### src/rtl/irq_exc_ctrl.sv
`timescale 1ns/1ps
// irq_exc_ctrl: interrupt/exception controller for the pipelined MIPS core.
// Edge-latched, individually enabled IRQ lines with fixed priority (lowest
// index wins), undefined-instruction trap, USER/KERNEL mode, EPC/cause
// capture and eret return. Sits beside ID and drives flush/vector to the PC mux.
// Optional feature: define IRQ_SYNC_EN to pass each irq bit through a two-flop
// synchronizer before edge detection (adds 2 cycles of latency).
module irq_exc_ctrl #(
  parameter int                    NUM_IRQ  = 4,
  parameter int                    PC_WIDTH = 32,
  parameter logic [PC_WIDTH-1:0]   VEC_IRQ  = 32'h8000_0004,
  parameter logic [PC_WIDTH-1:0]   VEC_EXC  = 32'h8000_0008
) (
  input  logic                clk,
  input  logic                reset,
  input  logic [NUM_IRQ-1:0]  irq,
  input  logic                id_valid,
  input  logic [PC_WIDTH-1:0] id_pc,
  input  logic                stall,
  input  logic                undef,
  input  logic                eret,
  input  logic                en_wr,
  input  logic [NUM_IRQ-1:0]  en_din,
  output logic                take_irq,
  output logic                take_exc,
  output logic                ret,
  output logic                flush,
  output logic [PC_WIDTH-1:0] vector,
  output logic [PC_WIDTH-1:0] epc,
  output logic [7:0]          cause,
  output logic                ker,
  output logic [NUM_IRQ-1:0]  pending
);

  typedef enum logic {ST_USER = 1'b0, ST_KERNEL = 1'b1} state_t;

  state_t               r_state;
  state_t               w_state_nxt;
  logic [NUM_IRQ-1:0]   r_pending;
  logic [NUM_IRQ-1:0]   r_en;
  logic [NUM_IRQ-1:0]   r_irq_prev;
  logic [PC_WIDTH-1:0]  r_epc;
  logic [7:0]           r_cause;

  logic [NUM_IRQ-1:0]   w_irq_lvl;
  logic [NUM_IRQ-1:0]   w_rise;
  logic [NUM_IRQ-1:0]   w_elig;
  logic [NUM_IRQ-1:0]   w_clr;
  logic [3:0]           w_sel;
  logic                 w_go;
  logic                 w_take_irq;
  logic                 w_take_exc;
  logic                 w_ret;

`ifdef IRQ_SYNC_EN
  logic [NUM_IRQ-1:0]   r_sync1;
  logic [NUM_IRQ-1:0]   r_sync2;

  // Two-flop synchronizer for asynchronous interrupt lines
  always_ff @(posedge clk or negedge reset) begin
    if (!reset) begin
      r_sync1 <= '0;
      r_sync2 <= '0;
    end else begin
      r_sync1 <= irq;
      r_sync2 <= r_sync1;
    end
  end

  assign w_irq_lvl = r_sync2;
`else
  assign w_irq_lvl = irq;
`endif

  // Remember the previous level of each line for rising-edge detection
  always_ff @(posedge clk or negedge reset) begin
    if (!reset) r_irq_prev <= '0;
    else        r_irq_prev <= w_irq_lvl;
  end

  assign w_rise = w_irq_lvl & ~r_irq_prev;
  assign w_elig = r_pending & r_en;

  // Priority encoder: lowest eligible index wins
  always_comb begin
    w_sel = 4'd0;
    for (int i = NUM_IRQ - 1; i >= 0; i--) begin
      if (w_elig[i]) w_sel = 4'(i);
    end
  end

  // Gating go with reset keeps every pulse output low while reset is held
  assign w_go = id_valid & ~stall & reset;

  // Mode state register
  always_ff @(posedge clk or negedge reset) begin
    if (!reset) r_state <= ST_USER;
    else        r_state <= w_state_nxt;
  end

  // Next-state: enter KERNEL on any take, leave it on an accepted eret
  always_comb begin
    w_state_nxt = r_state;
    case (r_state)
      ST_USER:   if (w_take_exc || w_take_irq) w_state_nxt = ST_KERNEL;
      ST_KERNEL: if (w_ret) w_state_nxt = ST_USER;
      default:   w_state_nxt = ST_USER;
    endcase
  end

  // Mode-dependent pulse outputs; exceptions beat interrupts, eret/undef
  // are NOPs in the wrong mode
  always_comb begin
    w_take_exc = 1'b0;
    w_take_irq = 1'b0;
    w_ret      = 1'b0;
    case (r_state)
      ST_USER: begin
        w_take_exc = w_go & undef;
        w_take_irq = w_go & ~undef & (|w_elig);
      end
      ST_KERNEL: w_ret = w_go & eret;
      default: ;
    endcase
  end

  // Only the taken line is cleared; a simultaneous new rise re-sets it
  assign w_clr = w_take_irq ? (NUM_IRQ'(1) << w_sel) : '0;

  // Pending request latch
  always_ff @(posedge clk or negedge reset) begin
    if (!reset) r_pending <= '0;
    else        r_pending <= (r_pending & ~w_clr) | w_rise;
  end

  // Enable register; a write takes effect from the next cycle
  always_ff @(posedge clk or negedge reset) begin
    if (!reset)     r_en <= '1;
    else if (en_wr) r_en <= en_din;
  end

  // EPC and cause capture; an exception resumes after the faulting
  // instruction, an interrupt re-executes the interrupted one
  always_ff @(posedge clk or negedge reset) begin
    if (!reset) begin
      r_epc   <= '0;
      r_cause <= 8'h00;
    end else if (w_take_exc) begin
      r_epc   <= id_pc + PC_WIDTH'(4);
      r_cause <= 8'h01;
    end else if (w_take_irq) begin
      r_epc   <= id_pc;
      r_cause <= {4'h8, w_sel};
    end
  end

  // Next-PC vector for the PC mux
  always_comb begin
    vector = '0;
    if (w_take_exc)      vector = VEC_EXC;
    else if (w_take_irq) vector = VEC_IRQ;
    else if (w_ret)      vector = r_epc;
  end

  assign take_irq = w_take_irq;
  assign take_exc = w_take_exc;
  assign ret      = w_ret;
  assign flush    = w_take_irq | w_take_exc | w_ret;
  assign epc      = r_epc;
  assign cause    = r_cause;
  assign ker      = (r_state == ST_KERNEL);
  assign pending  = r_pending;

endmodule

### config.mk
export PLATFORM = sky130hd
export DESIGN_NAME = irq_exc_ctrl
export DESIGN_NICKNAME = d
export VERILOG_FILES = /design/src/rtl/irq_exc_ctrl.sv
export SDC_FILE = /design/constraint.sdc
export NUM_CORES = 1
export LEC_CHECK = 0
export CORE_MARGIN = 10
export CORE_UTILIZATION = 45
export CTS_CLUSTER_DIAMETER = 50
export DETAILED_ROUTE_END_ITERATION = 12
export PLACE_DENSITY = 0.86
export SYNTH_ARGS = -nofsm -noshare
export SYNTH_HDL_FRONTEND = slang
export SYNTH_SLANG_ARGS = --single-unit
### constraint.sdc
create_clock -name clk -period 4.1 [get_ports clk]
set_input_delay 0.82 -clock clk [delete_from_list [all_inputs] [get_ports clk]]
set_output_delay 0.82 -clock clk [all_outputs]
set_load 0.01 [all_outputs]
== Word level (Yosys, flattened, before mapping) ==
Cells that the tools add are included.

* Bitwise gates (word level): 17
* Add/subtract/negate cells: 1
* Reductions and logical operators: 3
* Muxes and demuxes: 18
* Multipliers: 0
* $lt $le $gt $ge: 0
* Shift operators: 1
* Divide/modulo/power cells: 0
* Equal/unequal tests: 0

{| class="wikitable"
|+ Operators by type and width
! kind !! count
|-
| 2-to-1 mux 32 bit || 5
|-
| adder 32 x 3 -> 32 bit (second input constant) || 1
|-
| 2-to-1 mux 8 bit || 2
|-
| bitwise AND 4 bit || 3
|-
| 2-to-1 mux 2 bit || 4
|-
| NOT 4 bit || 2
|-
| bitwise AND 1 bit || 6
|-
| 2-to-1 mux 1 bit || 5
|-
| 2-to-1 mux 4 bit || 1
|-
| bitwise OR 4 bit || 1
|-
| OR reduction 4 bit || 1
|-
| left shift 1 x 4 -> 4 bit (first input constant) || 1
|-
| NOT 1 bit || 3
|-
| bitwise OR 1 bit || 2
|-
| one-hot mux 1 bit (2 select lines) || 1
|-
| nonzero test 2 bit || 1
|-
| logical OR 1 bit || 1
|}

* Memories: 0
* Memory bits (writable): 0
* Output and inout bits: 81
* Latch bits: 0
* Memory bits (read-only): 0
* Register bits: 53

== Longest topological paths before layout ==
* Depth after elaboration: 10
* Mapped depth: 6

== Worst setup path after synthesis ==
OpenSTA, ideal clock, no wires.

* Path type: in2out
* From: input port stall
* To: output port vector[2]
* Setup slack: 1.505 ns
* Arrival: 1.775 ns
* Cell stages on the path: 4
* Cell sequence: nand4bb_1 -> a211oi_1 -> clkbuf_1 -> a21o_1

* Longest elaborated chain between the ends: 8

{| class="wikitable"
|+ Ends and longest elaborated chain
! item !! line !! source
|-
| from (decl) || 19 || <nowiki>input logic stall,</nowiki>
|-
| NOT 1 bit || 93 || <nowiki>assign w_go = id_valid & ~stall & reset;</nowiki>
|-
| bitwise AND 1 bit (2 in series) || 93 ||
|-
| bitwise AND 1 bit (2 in series) || 120 || <nowiki>w_take_irq = w_go & ~undef & (|w_elig);</nowiki>
|-
| 2-to-1 mux 1 bit || 117 || <nowiki>case (r_state)</nowiki>
|-
| via take_irq || 24 || <nowiki>output logic take_irq,</nowiki>
|-
| 2-to-1 mux 32 bit || 161 || <nowiki>else if (w_take_irq) vector = VEC_IRQ;</nowiki>
|-
| 2-to-1 mux 32 bit || 160 || <nowiki>if (w_take_exc) vector = VEC_EXC;</nowiki>
|-
| to (decl) || 28 || <nowiki>output logic [PC_WIDTH-1:0] vector,</nowiki>
|}

The timed path passes the listed nets, and every way through them passes these cells.

== Worst setup path in the final report ==
* From: input port stall
* To: output port vector[2]

* Longest elaborated chain between the ends: 8

{| class="wikitable"
|+ Ends and longest elaborated chain
! item !! line
|-
| NOT 1 bit (*) || 93
|-
| bitwise AND 1 bit (*) (2 in series) || 93
|-
| bitwise AND 1 bit, on equally long branches || 122, 120
|-
| 2-to-1 mux 1 bit / bitwise AND 1 bit (equally long branches) || 117, 120
|-
| 2-to-1 mux 32 bit / 2-to-1 mux 1 bit (equally long branches) || 162, 117
|-
| 2-to-1 mux 32 bit || 161
|-
| 2-to-1 mux 32 bit (*) || 160
|}

Every way passes the cells marked *; elsewhere a longest branch is shown, timed or not.

==> summary.txt <==
Layout
  – Fin nets: 486
  – Most frequent cells in the layout: 121 x clkdlybuf4s50_1, 44 x dfrtp_1, 32 x and2_1, 31 x nand2_1, 28 x nor2_1
  – N_diodes: 0
  – Commonest non-fill, non-tap cell in the layout: clkdlybuf4s50_1
  – Ratio of cells with drive above 1 in the final layout: a little over 7%
  – Area added between synthesis and finish: 48.5%

STA
  – Tightest Pin Transition: 0.674 ns
  – Normalized max-slew margin: 55.1%
  – Highest clock rate: 281 MHz
  – Count of pins over their slew limit: 0
  – Final Skew: about 0.011 ns
  – Period utilization: 86.7%
  – Fin crit period: about 3.6 ns
  – Count of final setup violators: 0
  – Setup TNS: 0 ns
  – Final hold viol count: 0
  – RSZ-0062 raised after global routing: no

Critical path
  – Kind of critical path: in2out
  – CP Capture Type: primary output
  – Slowest stage cell, crit path: clkdlybuf4s50_1
  – Critical path's most frequent cell: clkdlybuf4s50_1
  – Crit path largest cell delay: 0.53 ns
  – CP Cell Sequence: clkdlybuf4s50_1 > nand4bb_1 > a211oi_1 > buf_4 > a21o_1 > clkdlybuf4s50_1
  – Buf/Inv on CP: 3
  – Crit path DAT: 2.74 ns
  – Worst path top cell family by delay: buffers and inverters
  – Critical path required time: ~3.3 ns
  – Setup crit start kind: input pin
  – Crit path max fanout: 11

Drt
  – Routed Antenna Nets: 0
  – Drt first pass iters: 4
  – Drt total wl: 8890 um
  – DRT iter0 DRCs: ~140
  – Drt drc: 0
  – Total number of vias: 2,892
  – Avg WL per Cell: around 17 um
  – Routed vias/inst: 5.63

Die
  – I/O pin count: 128
  – Die width: between 90 and 100 um
  – Core ar.: 5990 sq um
  – Rows: 28
  – Initial Util: 47.1%
  – Die area: 9840 sq um
  – Die height: 99.2 um

Power and ir drop
  – P_leak: between 1.5 and 2 nW
  – Power Total: roughly 1.9 mW
  – Pwr per Cell Area: between 400 and 500 nW/um^2
  – Peak VDD IR: 0.273 mV

Synth
  – Synth Area per Inst: 8.85 sq um
  – Sequential fraction of the synthesis area: a little over two fifths
  – Synth Flop Type: dfrtp_1
  – Mapped Area: 2820 sq um
  – EDFF count, synth: 0
  – Synth top area share: around 39%
  – Flops & latches, synth: 48
  – Post-Syn Instances: roughly 320
  – YS warnings: 0
  – Top cells by area, synth: dfrtp_1 39%, and2_1 7.1%, a31oi_1 4.4%, nand2_1 4.1%, nor2_1 3.9%
  – Area leader, netlist: dfrtp_1
  – Cell variety after synth: 43
  – Synth async-reset ratio: 100%

GRT
  – Gr usage total: 17.4%
  – Overflow left after global routing: 0
  – Initial antenna violation count: 0
  – First-pass GRT wire length: around 14,000 um
  – Largest net degree at the start of global routing: 48
  – Vias in the first global route: 2,842

Flow run
  – Max-cap violations: 0

Clocking
  – Sink Count: 48
  – Clock slew at reported path FFs: 0.09 ns
  – Hold buffers post-CTS: 0
  – Post_cts resized: 0
  – Clk buf depth: 2
  – CTS tree: yes
  – Worst skew pair latency: 0.30 ns
  – Setup Buffers After CTS: 0
  – Root Driver: clkbuf_8
  – Cts bufs inserted: 5
  – CTS H-tree depth: 2

Status
  – Status: complete, no violations

Placement
  – Hpwl dp: 7030 um
  – RePlAce Congestion: 0.842
  – PortBufs: 122

Hold path
  – Worst hold path class: in2async
## worst register-to-register path, cell delays in order, from the launching register on
cell and delay (ns):
dfrtp_1 0.42, and4bb_1 0.30, buf_4 0.19, nand4_2 0.36, or4_1 0.60, a31oi_1 0.18
## metal layers
layer  up-vias  wire [um]  share of wire (%)  GRT usage (%)
met5         -          0                  0              0
met2        94       4270                 48           28.4
met1      1388       3680                 41           20.9
li1       1403          -                  -              -
met3         7        852                9.6           6.78
met4         0         82               0.92           4.52
## worst paths after layout
kind,startpoint,to,slack [ns],cells past startpoint
min in group clk,cause[7]$_DFFE_PN0P_,cause[7]$_DFFE_PN0P_,0.52,2
max in group asynchronous,reset,epc[17]$_DFFE_PN0P_,2.98,2
setup reg to reg,ker$_DFF_PN0_,epc[22]$_DFFE_PN0P_,1.97,5
setup / recovery,stall,vector[2],0.54,6
hold / removal,reset,epc[1]$_DFFE_PN0P_,0.32,1
hold reg to reg,cause[7]$_DFFE_PN0P_,cause[7]$_DFFE_PN0P_,0.52,2
## stage by stage
stage	cells	area [sq um]	setup slack (ns)	hold slack (ns)	utilization (%)
floorplan	323	2840	1.51	0.518	-
global route	514	4190	0.409	0.293	70.0
detailed placement	506	4100	0.577	0.496	68.4
finish	514	4190	0.543	0.319	70.0
global placement	506	4100	0.629	0.483	68.4
CTS	514	4190	0.555	0.305	70.0
## report_power, final
group | leakage [nW] | internal (mW) | switching (mW)
clock | 0.0484 | 0.138 | 0.155
sequential | 0.536 | 0.656 | 0.142
combinational | 1.09 | 0.481 | 0.354
## kinds of logic (layout without fill, tap and decap cells)
| logic type | after synthesis | count (layout) | synth area share, % |
|---|---|---|---|
| xor+xnor | 2 | 2 | 0.620 |
| other cells | 1 | 5 | 0.133 |
| simple gates | 160 | 160 | 31.9 |
| flops | 48 | 48 | 42.7 |
| mux | 4 | 4 | 1.59 |
| compound gates | 72 | 72 | 17.1 |
| fa+ha+maj | 1 | 1 | 0.443 |
| buf+inv | 31 | 147 | 5.41 |
## synth_stat cells (all sizes together), types with 2 or more instances
cell type,instances
nand3,13
mux2,4
o211ai,3
a22o,4
nand2,32
or4,12
nor2,29
o21ai,13
o31ai,12
clkbuf,11
and2,32
a22oi,3
a21oi,6
a31oi,21
nand4,14
nand2b,5
or3,11
dfstp,4
inv,10
xor2,2
and3,6
buf,10
o311ai,3
dfrtp,44
and4,3
## state kept, by name, summed over array words and instances, names as in the netlist
name        flops
ker             1
epc            32
pending         4
r_en            4
r_irq_prev      4
cause           3
## cell type report
cell class | instances | area [sq um]
fillers | 481 | 1800
flip-flops and latches | 48 | 1210
repair buffers | 129 | 1270
inverters | 10 | 37.5
clock inverters | 1 | 8.76
multi-input cells | 244 | 1490
well taps | 75 | 93.8
clock buffers | 7 | 86.3
(Power assumes the default switching activity.)
